<file path="src/rtl/sdm_adc_ctrl.sv">
// Sequencer for a sigma-delta decimation chain: oversampling strobe generation,
// chain reset/settle/drain control and a 1-deep PCM output buffer with overrun flag.
module sdm_adc_ctrl #(
  parameter int CLK_DIV        = 16,
  parameter int SETTLE_SAMPLES = 8,
  parameter int DRAIN_CYCLES   = 64,
  parameter int DW             = 16
) (
  input  logic                 clk,
  input  logic                 rst_n,
  input  logic                 enable,
  input  logic                 sdm_in,
  output logic                 sdm_out,
  output logic                 sdm_valid,
  output logic                 chain_rst_n,
  input  logic                 chain_valid,
  input  logic signed [DW-1:0] chain_data,
  output logic                 pcm_valid,
  output logic signed [DW-1:0] pcm_data,
  input  logic                 pcm_ready,
  output logic                 overrun,
  input  logic                 overrun_clr,
  output logic [1:0]           state
);

  localparam int DIV_W = $clog2(CLK_DIV);
  localparam int SET_W = (SETTLE_SAMPLES > 1) ? $clog2(SETTLE_SAMPLES) : 1;
  localparam int DRN_W = (DRAIN_CYCLES > 1) ? $clog2(DRAIN_CYCLES) : 1;
  localparam logic [DIV_W-1:0] DIV_LAST = DIV_W'(CLK_DIV - 1);
  localparam logic [SET_W-1:0] SET_LAST = SET_W'(SETTLE_SAMPLES - 1);
  localparam logic [DRN_W-1:0] DRN_LAST = DRN_W'(DRAIN_CYCLES - 1);

  typedef enum logic [1:0] {
    S_IDLE   = 2'd0,
    S_SETTLE = 2'd1,
    S_RUN    = 2'd2,
    S_DRAIN  = 2'd3
  } state_t;

  state_t           st;
  logic [DIV_W-1:0] div_cnt;
  logic [SET_W-1:0] settle_cnt;
  logic [DRN_W-1:0] drain_cnt;
  logic             run_word;
  logic             load;

  assign run_word = (st == S_RUN) && chain_valid;
  // A full buffer can take a new word in the same cycle its old word is accepted.
  assign load     = run_word && (!pcm_valid || pcm_ready);
  assign state    = st;

  always_ff @(posedge clk or negedge rst_n) begin
    if (!rst_n) begin
      st          <= S_IDLE;
      div_cnt     <= '0;
      settle_cnt  <= '0;
      drain_cnt   <= '0;
      sdm_out     <= 1'b0;
      sdm_valid   <= 1'b0;
      chain_rst_n <= 1'b0;
      pcm_valid   <= 1'b0;
      pcm_data    <= '0;
      overrun     <= 1'b0;
    end else begin
      sdm_valid <= 1'b0;
      case (st)
        S_IDLE: begin
          if (enable) begin
            st          <= S_SETTLE;
            chain_rst_n <= 1'b1;
            div_cnt     <= '0;
            settle_cnt  <= '0;
          end
        end
        S_SETTLE, S_RUN: begin
          if (!enable) begin
            // Divider is frozen here; no strobe is issued on the stopping edge.
            st        <= S_DRAIN;
            drain_cnt <= '0;
          end else begin
            if (div_cnt == DIV_LAST) begin
              div_cnt   <= '0;
              sdm_out   <= sdm_in;
              sdm_valid <= 1'b1;
            end else begin
              div_cnt <= div_cnt + 1'b1;
            end
            if (st == S_SETTLE && chain_valid) begin
              if (settle_cnt == SET_LAST) st <= S_RUN;
              else settle_cnt <= settle_cnt + 1'b1;
            end
          end
        end
        S_DRAIN: begin
          if (drain_cnt == DRN_LAST) begin
            st          <= S_IDLE;
            chain_rst_n <= 1'b0;
          end else begin
            drain_cnt <= drain_cnt + 1'b1;
          end
        end
        default: st <= S_IDLE;
      endcase

      if (load) begin
        pcm_data  <= chain_data;
        pcm_valid <= 1'b1;
      end else if (pcm_ready) begin
        pcm_valid <= 1'b0;
      end

      if (run_word && pcm_valid && !pcm_ready) overrun <= 1'b1;
      else if (overrun_clr) overrun <= 1'b0;
    end
  end

endmodule

</file>
<file path="config.mk">
export PLATFORM = sky130hd
export DESIGN_NAME = sdm_adc_ctrl
export DESIGN_NICKNAME = d
export VERILOG_FILES = /design/src/rtl/sdm_adc_ctrl.sv
export SDC_FILE = /design/constraint.sdc
export NUM_CORES = 1
export LEC_CHECK = 0
export ABC_CLOCK_PERIOD_IN_PS = 2900
export BUFFER_PORTS_ARGS = -buffer_cell sky130_fd_sc_hd__buf_2
export CAP_MARGIN = 15
export CORE_MARGIN = 2
export CORE_UTILIZATION = 55
export DETAILED_ROUTE_END_ITERATION = 16
export HOLD_SLACK_MARGIN = 0.02
export PLACE_DENSITY = 0.83
export REMOVE_ABC_BUFFERS = 1
export SYNTH_ARGS = -nofsm -noshare
export SYNTH_HDL_FRONTEND = slang
export SYNTH_SLANG_ARGS = --single-unit
</file>
<file path="constraint.sdc">
create_clock -name clk -period 2.9 [get_ports clk]
set_input_delay 0.58 -clock clk [delete_from_list [all_inputs] [get_ports clk]]
set_output_delay 0.58 -clock clk [all_outputs]
set_load 0.1 [all_outputs]
</file>
==> results.ini, run 1 <==
[grt]
grt_pass1_vias=1455
grt_antenna_before_repair=0
grt_overflow=0
grt_pass1_wl_mm=6.43
grt_max_degree=37
track_usage=0.236

[route]
drcViolationCount=0
wl_per_cell_um=15.7
dr.pass1.iters=4
first_iter_violations=59
route.antenna.remaining_nets=0
vias=1415
wl_mm=3.96
routed_via_density=5.62

[timing]
skew_ps=8.95
rsz0062_at_grt=no
setup_viol=0
period_share=0.681
drv_slew=0
fin_tns_setup_ps=0
hold_viol_final=0
max_freq_ghz=0.506
slew_headroom=0.477
fin_crit_ps=1980
worstMarginPinSlew_ps=785

[place]
placed_cell_area_um2=2070
gp_congestion=0.898
post-dp-hpwl_mm=2.89
io_buffers=45

[worst_setup_path]
cp-start-kind=flop
crit_arrival_ps=2210
end_kind=flop
startpoint=state[1]$_DFFE_PN0P_
cp_max_fo=12
critPathRequiredTime_ps=3140
crit_type=reg2reg
regToRegStartpoint=state[1]$_DFFE_PN0P_

[logic_synthesis]
synth_compound_area_frac=0.140
yosysTopAreaCell=dfrtp_1
synthArstFlopShare=1.00
synth_fa_ha_area_frac=0.0549
synth_top_family_by_area=multiplexers
syn_area_per_cell_um2=11.4
synthCells=160
ys.flop_type=dfrtp_1
synthMuxAreaShare=0.152
synth_top_area_frac=0.494
ys_types=36
synth_seq_cells=36
synth_area_um2=1820
yosysSeqAreaShare=0.494
yosys.area_share.simple=0.118
synth_top_cells_by_area=dfrtp_1, mux2_4, ha_1
synth-edff-count=0
yosys_warnings=0
synth-xor-area-share=0

[floorplan]
core_um2=3100
row_count=20
fp.dieW_um=61.6
start_util=0.588
die_y_um=61.6
io_pins=46
die_area_um2=3790

[clock_network]
ctsHoldBuffers=0
cts-root-buf=clkbuf_4
post-cts-setup-buffer-count=0
clk_latency_ps=350
clkSlewWorstSetupHoldPaths_ps=110
cts_tree=built
cts.sinks=36
htreeDepth=2
cts_buffers=5
cts_resized=0
clk_path_buf_depth=2

[job]
drv_cap=0

[finish]
drive_gt1_frac=0.361
area_growth_pct=17.6
fin_area_um2=2150
n_fill_cell=256
diodes=0
nNetsFinal=238

[min_path]
hp-class=in2async

[outcome]
status=completed

## layout make-up
class / instances / area (um^2) / share of cell area
Timing Repair Buffer: 46 / 233 / 0.108
Tap cell: 44 / 55.1 / 0.0257
Inverter: 9 / 33.8 / 0.0157
Clock inverter: 2 / 35.0 / 0.0163
Clock buffer: 6 / 41.3 / 0.0192
Multi-Input combinational cell: 109 / 847 / 0.395
Sequential cell: 36 / 901 / 0.420
## through the flow
stage	utilization	std cells	setup WS [ps]	hold slack [ps]
after floorplan	-	154	62.2	284
after global placement	0.667	244	988	465
after detailed placement	0.667	244	919	485
after CTS	0.692	252	903	323
after global routing	0.692	252	781	356
final	0.692	252	924	298
## final timing paths
kind,end,slack (ps),depth (start not counted)
worst max register to register,settle_cnt[0]$_DFFE_PN0P_,920,5
worst min-delay path,pcm_data[12]$_DFFE_PN0P_,300,1
worst max-delay path,settle_cnt[0]$_DFFE_PN0P_,920,5
worst min register to register,pcm_data[15]$_DFFE_PN0P_,510,1
max in group asynchronous,state[0]$_DFFE_PN0P_,2100,1
min in group clk,overrun$_DFFE_PN0P_,410,2
## worst max-delay path, cell delays in order, from the launching register on
cell and delay [ps]:
dfrtp_1 420, inv_1 80, ha_1 520, o21ai_0 300
nand2b_1 270, mux2_2 280
## synthesized netlist by cell type, drive strengths merged (2+ instances only)
library cell  instances
nand4                 3
inv                   9
nor2                  7
a21oi                 8
mux2i                 4
nand2b                3
o22ai                 2
mux2                 18
a221oi                2
dfrtp                36
buf                   6
a21boi                2
nand2                16
nor3                  3
ha                    8
nand3                 6
a22o                  4
o21ai                12
o31ai                 2
## layout by cell type, fill, tap and decap left out, drive strengths merged
master,synthesis,layout
a21oi,8,8
nor2,7,7
o21ai,12,12
a221oi,2,2
dfrtp,36,36
a31oi,1,1
o21a,1,1
ha,8,8
a21o,1,1
nor4b,1,1
nor4,1,1
buf,6,46
o41ai,1,1
and2,1,1
nand4,3,3
nor3,3,3
nor2b,1,1
inv,9,9
o31ai,2,2
clkbuf,0,6
a2bb2oi,1,1
a22o,4,4
bufinv,0,1
mux2i,4,4
nand2b,3,3
clkinv,0,1
nand3,6,6
a21boi,2,2
nand2,16,16
o22ai,2,2
mux2,18,18
## registers in the layout (all words and copies together) (netlist names), 2 cells and up
signal	flops
pcm_data	16
drain_cnt	6
div_cnt	4
settle_cnt	3
state	2
## logic make-up after synthesis
kind of cell,Yosys count
DFF,36
buffers and inverters,15
adders and majority gates,8
and+or+nand+nor,42
muxes,22
AOI/OAI and AO/OA,37
## layer usage
metal	vias to the layer above	share of wire	global-route usage
li1	664	-	-
met1	689	0.39	0.263
met2	54	0.52	0.418
met3	8	0.072	0.0651
met4	0	0.016	0.100
met5	-	0	0
Power of run 1 is left out: the tool's default activity adds up to more than one toggle a clock period on the data nets, which glitch-free logic cannot reach.
==> run 2, diff against run 1 <==
--- a/config.mk
+++ b/config.mk
@@ -5,14 +5,14 @@
 export SDC_FILE = /design/constraint.sdc
 export NUM_CORES = 1
 export LEC_CHECK = 0
-export ABC_CLOCK_PERIOD_IN_PS = 2900
+export ABC_CLOCK_PERIOD_IN_PS = 2050
 export BUFFER_PORTS_ARGS = -buffer_cell sky130_fd_sc_hd__buf_2
 export CAP_MARGIN = 15
 export CORE_MARGIN = 2
-export CORE_UTILIZATION = 55
+export CORE_UTILIZATION = 52
 export DETAILED_ROUTE_END_ITERATION = 16
 export HOLD_SLACK_MARGIN = 0.02
-export PLACE_DENSITY = 0.83
+export PLACE_DENSITY = 0.79
 export REMOVE_ABC_BUFFERS = 1
 export SYNTH_ARGS = -nofsm -noshare
 export SYNTH_HDL_FRONTEND = slang
==> constraint.sdc (replaced) <==
create_clock -name clk -period 2.05 [get_ports clk]
set_input_delay 0.41 -clock clk [delete_from_list [all_inputs] [get_ports clk]]
set_output_delay 0.41 -clock clk [all_outputs]
set_load 0.1 [all_outputs]
==> results.ini, run 2 (same netlist as run 1, synthesis figures left out) <==
[clock_network]
clkSlewWorstSetupHoldPaths_ps=120  ; was 110 ps
clk_latency_ps=330  ; was 350 ps
cts.sinks=36  ; unchanged
cts-root-buf=clkbuf_4  ; unchanged
htreeDepth=2  ; unchanged
clk_path_buf_depth=2  ; unchanged
cts_tree=built  ; unchanged
ctsHoldBuffers=0  ; unchanged
cts_resized=0  ; unchanged
cts_buffers=5  ; unchanged
post-cts-setup-buffer-count=0  ; unchanged

[grt]
grt_overflow=0  ; unchanged
grt_pass1_vias=1315  ; was 1455
track_usage=0.191  ; was 0.236
grt_antenna_before_repair=0  ; unchanged
grt_max_degree=37  ; unchanged
grt_pass1_wl_mm=6.05  ; was 6.43 mm

[timing]
skew_ps=15.9  ; was 8.95 ps
hold_ws_ps=138  ; was 298 ps
max_freq_ghz=0.525  ; was 0.506 GHz
worstMarginPinSlew_ps=779  ; was 785 ps
slew_headroom=0.481  ; was 0.477
drv_slew=0  ; unchanged
hold_viol_final=0  ; unchanged
rsz0062_at_grt=no  ; unchanged
fin_crit_ps=1900  ; was 1980 ps
period_share=0.928  ; was 0.681
setup_viol=0  ; unchanged
layout_setup_ws_ps=147  ; was 924 ps

[route]
wl_mm=3.58  ; was 3.96 mm
routed_via_density=5.50  ; was 5.62
vias=1397  ; was 1415
wl_per_cell_um=14.1  ; was 15.7 um
dr.pass1.iters=4  ; unchanged
first_iter_violations=38  ; was 59
drcViolationCount=0  ; unchanged
route.antenna.remaining_nets=0  ; unchanged

[worst_setup_path]
cp-start-kind=flop  ; unchanged
crit_type=reg2reg  ; unchanged
startpoint=state[0]$_DFFE_PN0P_  ; was state[1]$_DFFE_PN0P_
cp_max_fo=12  ; unchanged
rrSetupSlack_ps=150  ; was 920 ps
end_kind=flop  ; unchanged
r2r_end=settle_cnt[0]$_DFFE_PN0P_  ; unchanged
regToRegStartpoint=state[0]$_DFFE_PN0P_  ; was state[1]$_DFFE_PN0P_
crit_arrival_ps=2140  ; was 2210 ps
rr_worst_depth=5  ; unchanged
critPathRequiredTime_ps=2280  ; was 3140 ps

[finish]
layout_commonest_cell=buf_2  ; unchanged
register_area_um2=901  ; unchanged
area_growth_pct=18.1  ; was 17.6%
diodes=0  ; unchanged
largest_reg_flops=16  ; unchanged
final_cell_mix=buf_2, dfrtp_1, nand2_1  ; unchanged
multiInputGateArea_um2=850  ; was 847 um^2
fin_area_um2=2150  ; about the same
nNetsFinal=238  ; unchanged
drive_gt1_frac=0.370  ; was 0.361
regMostFlops=pcm_data  ; unchanged
n_fill_cell=279  ; was 256
reg.largest.list=pcm_data (16), drain_cnt (6), div_cnt (4)  ; unchanged

[floorplan]
row_count=21  ; was 20
core_um2=3360  ; was 3100 um^2
fp.dieW_um=63.2  ; was 61.6 um
start_util=0.542  ; was 0.588
io_pins=46  ; unchanged
die_y_um=63.2  ; was 61.6 um
die_area_um2=4000  ; was 3790 um^2

[place]
placed_cell_area_um2=2070  ; about the same
gp_congestion=0.868  ; was 0.898
post-dp-hpwl_mm=2.68  ; was 2.89 mm
io_buffers=45  ; unchanged
dp_slack_ps=181  ; was 919 ps

[job]
drv_cap=0  ; unchanged

[min_path]
hp-class=in2async  ; unchanged

[outcome]
status=completed  ; unchanged

==> run 2: cell count changes in the layout (fill, tap and decap cells not counted) <==
cell	previous run	this run
clkinvlp_4	0	1
nor2b_1	1	0
clkbuf_1	1	0
nor2b_2	0	1
==> run 2: per-layer routing <==
metal,vias to the layer above,share of wire,global-route usage
met4,0,0.0042,0.0435
met3,2,0.076,0.0393
met1,668,0.43,0.254
met5,-,0,0
met2,61,0.49,0.323
li1,666,-,-
==> run 2: stage by stage <==
step / setup TNS, ps / instances / util
final: 0 / 254 / 0.641
after global routing: 0 / 254 / 0.641
after CTS: 0 / 254 / 0.641
after detailed placement: 0 / 246 / 0.617
after global placement: 0 / 246 / 0.617
after floorplan: -14540 / 154 / -
==> run 2: critical path, stage by stage (launching register included) <==
cell,delay [ps]
dfrtp_1,430
inv_1,90
ha_1,510
o21ai_0,260
nand2b_1,240
mux2_2,270
==> run 2: layout make-up <==
class | instances | share of cell area
flip-flops and latches | 36 | 0.418
inverters | 9 | 0.0157
multi-input cells | 109 | 0.394
well taps | 46 | 0.0267
clock inverters | 3 | 0.0197
clock buffers | 5 | 0.0174
repair buffers | 46 | 0.108
==> run 2: worst max path at each step <==
stage                                      endpoint  slack, ps  cells past startpoint
after floorplan             pcm_data[0]$_DFFE_PN0P_       -790                      4
after global placement    settle_cnt[0]$_DFFE_PN0P_        280                      5
after detailed placement  settle_cnt[0]$_DFFE_PN0P_        180                      5
after CTS                 settle_cnt[0]$_DFFE_PN0P_        160                      5
after global routing      settle_cnt[0]$_DFFE_PN0P_         20                      5
final                     settle_cnt[0]$_DFFE_PN0P_        150                      5
Power of run 2 is left out for the same reason.
